File: config.mk
export PLATFORM = sky130hd
export DESIGN_NAME = lsu_mem_master
export DESIGN_NICKNAME = d
export VERILOG_FILES = /design/src/rtl/lsu_mem_master_pkg.sv /design/src/rtl/lsu_align.sv /design/src/rtl/lsu_mem_master.sv
export SDC_FILE = /design/constraint.sdc
export NUM_CORES = 1
export LEC_CHECK = 0
export BUFFER_PORTS_ARGS = -buffer_cell sky130_fd_sc_hd__buf_2
export CORE_MARGIN = 1
export CORE_UTILIZATION = 51
export DETAILED_ROUTE_END_ITERATION = 6
export PLACE_DENSITY = 0.81
export SKIP_LAST_GASP = 1
export SLEW_MARGIN = 5
export SYNTH_ARGS = -nofsm -noshare
export SYNTH_HDL_FRONTEND = slang
export SYNTH_HIERARCHICAL = 1
export SYNTH_SLANG_ARGS = --single-unit
File: constraint.sdc
create_clock -name clk -period 3.5 [get_ports clk]
set_clock_uncertainty 0.05 [all_clocks]
set_input_delay 0.175 -clock clk [delete_from_list [all_inputs] [get_ports clk]]
set_output_delay 0.175 -clock clk [all_outputs]
set_load 0.02 [all_outputs]
File: src/rtl/lsu_mem_master_pkg.sv
// Shared types and constants for the load/store memory master.
package lsu_mem_master_pkg;
  localparam int unsigned XLEN    = 32;
  localparam int unsigned WMASK_W = 8;

  typedef enum logic [1:0] {
    SZ_B = 2'd0,
    SZ_H = 2'd1,
    SZ_W = 2'd2,
    SZ_X = 2'd3
  } size_e;

  typedef enum logic [1:0] {
    IDLE,
    REQ,
    WAIT,
    RESP
  } state_e;
endpackage

File: src/rtl/lsu_align.sv
// Byte-lane alignment: write mask/data shifting, misalignment detection and
// sign/zero extension of load data.
module lsu_align
  import lsu_mem_master_pkg::*;
(
  input  logic [1:0]         addr_lo,
  input  logic [1:0]         size,
  input  logic               is_unsigned,
  input  logic               wen,
  input  logic [XLEN-1:0]    wdata,
  input  logic [XLEN-1:0]    rdata,
  output logic [WMASK_W-1:0] wmask,
  output logic [XLEN-1:0]    wdata_sh,
  output logic               misalign,
  output logic [XLEN-1:0]    load_data
);
  logic [4:0]      shamt;
  logic [XLEN-1:0] shifted;
  logic            sx;

  always_comb begin
    shamt     = {addr_lo, 3'b000};
    wdata_sh  = wdata << shamt;
    shifted   = rdata >> shamt;
    sx        = ~is_unsigned;
    wmask     = '0;
    misalign  = 1'b0;
    load_data = shifted;
    case (size)
      SZ_B: begin
        wmask     = 8'h01 << addr_lo;
        load_data = {{(XLEN-8){sx & shifted[7]}}, shifted[7:0]};
      end
      SZ_H: begin
        wmask     = 8'h03 << addr_lo;
        misalign  = addr_lo[0];
        load_data = {{(XLEN-16){sx & shifted[15]}}, shifted[15:0]};
      end
      SZ_W: begin
        wmask    = 8'h0F;
        misalign = |addr_lo;
      end
      default: misalign = 1'b1;
    endcase
    if (!wen) wmask = '0;
  end
endmodule

File: src/rtl/lsu_mem_master.sv
// Load/store initiator: one request at a time, single-cycle SRAM access,
// registered read capture and extended response.
module lsu_mem_master
  import lsu_mem_master_pkg::*;
#(
  parameter int unsigned RD_LATENCY = 1
) (
  input  logic        clk,
  input  logic        rst,
  input  logic        req_valid,
  output logic        req_ready,
  input  logic [31:0] req_addr,
  input  logic [31:0] req_wdata,
  input  logic        req_wen,
  input  logic [1:0]  req_size,
  input  logic        req_unsigned,
  output logic        resp_valid,
  input  logic        resp_ready,
  output logic [31:0] resp_rdata,
  output logic        resp_err,
  output logic [31:0] mem_raddr,
  output logic [31:0] mem_waddr,
  output logic [31:0] mem_wdata,
  output logic [7:0]  mem_wmask,
  output logic        mem_wen,
  output logic        mem_valid,
  input  logic [31:0] mem_rdata
);
  localparam logic [1:0] CNT_INIT = 2'(RD_LATENCY - 1);

  state_e      state, state_nxt;
  logic [31:0] addr_q, wdata_q, rdata_q;
  logic [1:0]  size_q, cnt_q;
  logic        wen_q, uns_q, err_q;

  logic [1:0]         al_addr, al_size;
  logic               al_uns, al_wen, al_misalign;
  logic [31:0]        al_wdata, al_wdata_sh, al_load;
  logic [WMASK_W-1:0] al_wmask;

  // One aligner serves both phases: live request fields in IDLE (for the
  // accept-time misalignment check), latched fields afterwards.
  always_comb begin
    if (state == IDLE) begin
      al_addr  = req_addr[1:0];
      al_size  = req_size;
      al_uns   = req_unsigned;
      al_wen   = req_wen;
      al_wdata = req_wdata;
    end else begin
      al_addr  = addr_q[1:0];
      al_size  = size_q;
      al_uns   = uns_q;
      al_wen   = wen_q;
      al_wdata = wdata_q;
    end
  end

  lsu_align u_align (
    .addr_lo     (al_addr),
    .size        (al_size),
    .is_unsigned (al_uns),
    .wen         (al_wen),
    .wdata       (al_wdata),
    .rdata       (mem_rdata),
    .wmask       (al_wmask),
    .wdata_sh    (al_wdata_sh),
    .misalign    (al_misalign),
    .load_data   (al_load)
  );

  always_ff @(posedge clk or negedge rst) begin
    if (!rst) begin
      state   <= IDLE;
      addr_q  <= '0;
      wdata_q <= '0;
      rdata_q <= '0;
      size_q  <= '0;
      cnt_q   <= '0;
      wen_q   <= 1'b0;
      uns_q   <= 1'b0;
      err_q   <= 1'b0;
    end else begin
      state <= state_nxt;
      case (state)
        IDLE: if (req_valid) begin
          addr_q  <= req_addr;
          wdata_q <= req_wdata;
          wen_q   <= req_wen;
          size_q  <= req_size;
          uns_q   <= req_unsigned;
          err_q   <= al_misalign;
          rdata_q <= '0;
        end
        REQ: cnt_q <= CNT_INIT;
        WAIT: begin
          if (cnt_q == '0) begin
            if (!wen_q) rdata_q <= al_load;
          end else begin
            cnt_q <= cnt_q - 1'b1;
          end
        end
        default: ;
      endcase
    end
  end

  always_comb begin
    state_nxt  = state;
    req_ready  = 1'b0;
    resp_valid = 1'b0;
    resp_rdata = '0;
    resp_err   = 1'b0;
    mem_valid  = 1'b0;
    mem_wen    = 1'b0;
    mem_wmask  = '0;
    mem_raddr  = '0;
    mem_waddr  = '0;
    mem_wdata  = '0;
    case (state)
      IDLE: begin
        req_ready = 1'b1;
        if (req_valid) state_nxt = al_misalign ? RESP : REQ;
      end
      REQ: begin
        mem_valid = 1'b1;
        mem_wen   = wen_q;
        mem_wmask = al_wmask;
        mem_raddr = {addr_q[31:2], 2'b00};
        mem_waddr = {addr_q[31:2], 2'b00};
        mem_wdata = al_wdata_sh;
        state_nxt = WAIT;
      end
      WAIT: if (cnt_q == '0) state_nxt = RESP;
      RESP: begin
        resp_valid = 1'b1;
        resp_rdata = rdata_q;
        resp_err   = err_q;
        if (resp_ready) state_nxt = IDLE;
      end
      default: state_nxt = IDLE;
    endcase
  end
endmodule

==> results of run 1 <==
## registers in the layout, summed over array words and instances (netlist names)
register  flops
addr_q       32
cnt_q         2
err_q         1
rdata_q      32
size_q        2
state         2
uns_q         1
wdata_q      32
wen_q         1
## worst max-delay path, cell delays in order (launching register included)
cell     delay (ns)
dfrtp_1        0.41
inv_1          0.19
ha_4           0.37
mux2_2         0.46
buf_4          0.30
nor2_1         0.46
and2_1         0.20
and2_1         0.11
buf_2          0.16
## metal layers
metal | GRT usage (%) | wire (µm)
met1 | 32.8 | 7660
met4 | 9.18 | 373
met3 | 4.39 | 1090
met2 | 40.3 | 8480
met5 | 0 | 11
## cell usage after synthesis, types with 2 or more instances
cell type | count | area, µm²
clkbuf_1 | 23 | 86.3
o211ai_1 | 16 | 120
dfrtp_1 | 105 | 2630
nor2_1 | 15 | 56.3
buf_6 | 5 | 56.3
conb_1 | 2 | 7.51
or2_2 | 8 | 50.1
mux2i_1 | 68 | 681
a21oi_1 | 26 | 130
buf_1 | 3 | 11.3
nor2b_1 | 12 | 75.1
inv_1 | 39 | 146
ha_1 | 7 | 87.6
a211oi_1 | 8 | 60.1
buf_4 | 42 | 315
nand2b_1 | 2 | 12.5
o21a_1 | 4 | 30.0
o21ai_0 | 16 | 80.1
and2_1 | 112 | 701
nand2_1 | 67 | 251
nand3b_1 | 2 | 15.0
buf_2 | 16 | 80.1
mux2_2 | 116 | 1310
## cells by family after synthesis
group | after synthesis | synth area share, %
compound gates | 76 | 7.26
buf+inv | 128 | 9.73
mux | 185 | 28.0
simple gates | 225 | 17.0
fa+ha+maj | 7 | 1.22
other cells | 2 | 0.105
flops | 105 | 36.7
## worst paths after layout
path                                 to  slack [ns]
max                        mem_wdata[6]        0.25
min                          addr_q[24]       0.009
max reg2reg                       err_q        0.56
min reg2reg                  addr_q[26]        0.45
max in group asynchronous    addr_q[24]        2.09
min in group asynchronous   wdata_q[15]        0.44
## final cells by class
cell class,count,area (µm²)
Sequential cell,105,2630
Antenna cell,1,2.50
Clock inverter,7,61.3
Timing Repair Buffer,274,1540
Inverter,39,146
Tap cell,176,220
Multi-Input combinational cell,500,3860
Fill cell,1108,4760
Clock buffer,9,225
## where the power goes
group,switching [mW],internal (mW)
sequential,0.279,1.82
clock,0.492,0.496
combinational,3.16,2.39
## repair_timing
item,CTS,global route
endpoints found under the setup margin,0,11
hold endpoints to repair,91,0
resized for setup,0,1
hold buffers,25,0
==> results.py, run 1 <==
metrics = {
    "routing": {
        "first_pass_iters": 5,
        "drt_iter0_drc": 345,
        "dr_total_vias": 5696,
        "routedWlPerCell_um": 15.8,
        "viasPerCell": 5.13,
        "routed_wl_um": 17600,
        "drc": 0,
        "ant_nets": 0,
    },
    "logic_synthesis": {
        "ys_seq_elements": 105,
        "ys_seq_area_share_pct": 36.7,
        "yosys_warnings": 6,
        "ys.flop_type": "dfrtp_1",
        "synthArstFlopShare_pct": 100,
        "ys_types": 37,
        "synth-edff-count": 0,
        "synth_area_um2": 7150,
        "synthCells": 728,
        "synth.avg_cell_area_um2": 9.82,
    },
    "clocking": {
        "cts_root_buf": "clkbuf_16",
        "clockBufferDepth": 2,
        "cts_sinks": 105,
        "clk_pin_slew_ns": 0.07,
        "cts_tree": "yes",
        "cts_setup_buffers": 0,
        "htree_levels": 3,
        "clock_latency_ns": 0.35,
        "cts_buffers": 9,
    },
    "floorplanning": {
        "die-area_um2": 14500,
        "die_y_um": 120,
        "rows": 42,
        "num_io_pins": 245,
        "core_um2": 13500,
        "die-width_um": 120,
        "initial_utilization_pct": 53.2,
    },
    "finish": {
        "final_area_um2": 8690,
        "nNetsFinal": 1040,
        "mostFrequentLayoutCells": "buf_2 (236), mux2_2 (116), and2_1 (112), dfrtp_1 (105), mux2i_1 (68)",
        "layout_commonest_cell": "buf_2",
        "final_util_pct": 64.6,
        "area_growth_pct": 21.5,
        "layoutNonFillerInstCount": 1111,
        "layout-drive-gt1-share_pct": 42.6,
    },
    "global_routing": {
        "grt_start_max_net_pins": 74,
        "antenna_found_initial": 2,
        "grt_pass1_wl_um": 27800,
        "grt_pass1_vias": 5396,
        "grt_overflow": 0,
        "grt_use_total_pct": 24.7,
    },
    "critical_path": {
        "arrival_ns": 3.03,
        "r2r-start": "state[0]",
        "r2r.worst_path.cells": 8,
        "path_class": "register to output port",
        "cp_data_required_time_ns": 3.27,
        "end_kind": "output port",
        "cp-startpoint": "state[0]",
        "crit_path_start_kind": "register",
        "critPathMaxFanout": 38,
    },
    "worst_hold_path": {
        "min_from": "req_addr[24]",
        "hp-class": "input port to register",
        "hold_depth": 2,
    },
    "placement": {
        "place_hpwl_um": 12700,
        "io_buffer_count": 237,
        "post_dp_cell_area_um2": 8140,
        "gp_congestion": 0.893,
        "place_ws_ns": 0.388,
        "post-place-cells": 1069,
    },
    "sta": {
        "maxSlewHeadroom_pct": 33.3,
        "setup_slack_ns": 0.246,
        "finalHoldViolCount": 0,
        "slew_violations": 0,
        "whs_ns": 0.00907,
        "period_share_pct": 93.0,
        "max_slew.worst_pin.slew_ns": 1.00,
        "setup_viol": 0,
        "rsz0062_at_grt": "no",
        "finalCriticalPeriod_ns": 3.25,
        "final.setup.tns_ns": 0,
        "fmax_mhz": 307,
    },
    "pwr": {
        "p_leak_nw": 4.33,
        "irDropWorstVdd_mv": 0.480,
        "p_total_mw": 8.64,
        "p_per_area_nw_per_um2": 994,
    },
    "status": {
        "status": "complete, no violations",
    },
    "job": {
        "cap_violations": 0,
    },
}
No activity file was read; power rests on OpenSTA's default activity.
==> run 2, diff against run 1 <==
Clock period 3.5 ns to 3.1 ns, I/O delays scaled along.
==> run 2 against run 1 <==
Net effect: clock power rose by 19%; non-clock buffer count increased by 40; global-route usage is 1.3 points higher; sequential share of layout area is 1.4 points lower; count of clock-buffer cells in the layout is the same; highest routed layer unchanged; flip-flop and latch count is the same.
==> results.py, run 2 (same netlist as run 1, synthesis figures left out) <==
metrics = {
    "floorplanning": {
        "rows": 42,
        "initial_utilization_pct": 53.2,
        "num_io_pins": 245,
        "die-width_um": 120,
        "die-area_um2": 14500,
        "die_y_um": 120,
        "core_um2": 13500,
    },
    "pwr": {
        "p_leak_nw": 4.52,
        "irDropWorstVdd_mv": 0.542,
        "p_total_mw": 9.96,
        "p_per_area_nw_per_um2": 1090,
    },
    "clocking": {
        "cts_root_buf": "clkbuf_16",
        "clock_latency_ns": 0.36,
        "clk_pin_slew_ns": 0.07,
        "cts_sinks": 105,
        "htree_levels": 3,
        "clockBufferDepth": 2,
        "cts_tree": "yes",
        "cts_buffers": 9,
    },
    "global_routing": {
        "grt_pass1_wl_um": 29300,
        "grt_pass1_vias": 5691,
        "grt_use_total_pct": 26.0,
        "grt_overflow": 0,
        "grt_start_max_net_pins": 73,
        "antenna_found_initial": 2,
    },
    "finish": {
        "final_area_um2": 9120,
        "final_util_pct": 67.8,
        "layout-drive-gt1-share_pct": 41.5,
        "mostFrequentLayoutCells": "buf_2 (236), mux2_2 (116), and2_1 (112), dfrtp_1 (105), mux2i_1 (68)",
        "layout_commonest_cell": "buf_2",
        "ff_latch_area_um2": 2630,
        "multiInputGateArea_um2": 3860,
        "nNetsFinal": 1080,
        "area_growth_pct": 27.5,
        "largestRegisters": "addr_q x32, rdata_q x32, wdata_q x32",
        "n_fill_cell": 1024,
        "layoutNonFillerInstCount": 1151,
    },
    "sta": {
        "max_slew.worst_pin.slew_ns": 1.02,
        "whs_ns": 0.0122,
        "fmax_mhz": 338,
        "setup_viol": 0,
        "period_share_pct": 95.4,
        "finalCriticalPeriod_ns": 2.96,
        "setup_slack_ns": 0.142,
        "rsz0062_at_grt": "yes",
        "maxSlewHeadroom_pct": 31.9,
        "finalHoldViolCount": 0,
        "slew_violations": 0,
        "final.setup.tns_ns": 0,
    },
    "worst_hold_path": {
        "hp-class": "input port to register",
        "hold_path_end": "addr_q[0]",
        "hold_depth": 2,
        "min_from": "req_addr[0]",
    },
    "routing": {
        "routed_wl_um": 18500,
        "routedWlPerCell_um": 16.1,
        "dr_total_vias": 5904,
        "drc": 0,
        "viasPerCell": 5.13,
        "drt_iter0_drc": 425,
        "first_pass_iters": 5,
        "ant_nets": 0,
    },
    "critical_path": {
        "r2r.worst_path.cells": 8,
        "cp-startpoint": "state[0]",
        "crit_path_start_kind": "register",
        "path_class": "register to output port",
        "end_kind": "output port",
        "arrival_ns": 2.75,
        "r2r_end": "rdata_q[17]",
        "cp_data_required_time_ns": 2.89,
        "r2r_setup_slack_ns": 0.31,
        "critPathMaxFanout": 26,
        "r2r-start": "state[0]",
    },
    "placement": {
        "post-place-cells": 1073,
        "place_ws_ns": 0.248,
        "io_buffer_count": 237,
        "gp_congestion": 0.884,
        "post_dp_cell_area_um2": 8180,
        "place_hpwl_um": 12400,
    },
    "status": {
        "status": "complete, no violations",
    },
    "job": {
        "cap_violations": 0,
    },
}
-- run 2: cell types whose count changed in the layout (fill, tap and decap cells not counted), sizes merged --
cell | before | now
clkbuf | 9 | 10
buf | 249 | 252
bufinv | 0 | 1
dlygate4sd3 | 25 | 61
clkinv | 2 | 1
-- run 2: cell type report --
type,instances,area share [%]
multi-input combinational,500,42.4
tap,176,2.41
sequential,105,28.8
antenna,1,0.0274
clock inverter,7,0.933
clock buffer,9,2.47
timing repair buffer,314,21.4
inverter,39,1.60
-- run 2: repair_timing --
action,CTS,global route
buffers inserted,0,0
hold endpoints to repair,124,0
gates resized for setup,0,4
endpoints found under the setup margin,0,22
hold buffers,61,0
-- run 2: worst max-delay path, stage by stage (launching register included) --
cell     delay, ns
dfrtp_1       0.41
inv_1         0.15
ha_2          0.32
mux2_2        0.44
buf_4         0.27
nor2_2        0.31
and2_1        0.19
and2_1        0.13
buf_2         0.17
-- run 2: report_power, final --
group	total [mW]	switching, mW	internal (mW)	leakage (nW)
combinational	6.41	3.63	2.78	3.07
sequential	2.37	0.315	2.05	1.30
clock	1.18	0.542	0.642	0.146
-- run 2: worst max-delay path by stage --
stage / endpoint / slack, ns / cells after the start
CTS: mem_wdata[2] / 0.02 / 8
global route: mem_wdata[4] / -0.005 / 8
global placement: rdata_q[28] / 0.38 / 9
finish: mem_wdata[0] / 0.14 / 8
floorplan: rdata_q[22] / 0.12 / 12
detailed placement: rdata_q[22] / 0.25 / 9
-- run 2: per-layer routing --
layer | global-route usage (%) | share of wire, %
met5 | 0 | 0.059
met4 | 8.02 | 1.7
met3 | 5.28 | 6.3
met2 | 43.8 | 48
met1 | 33.6 | 44
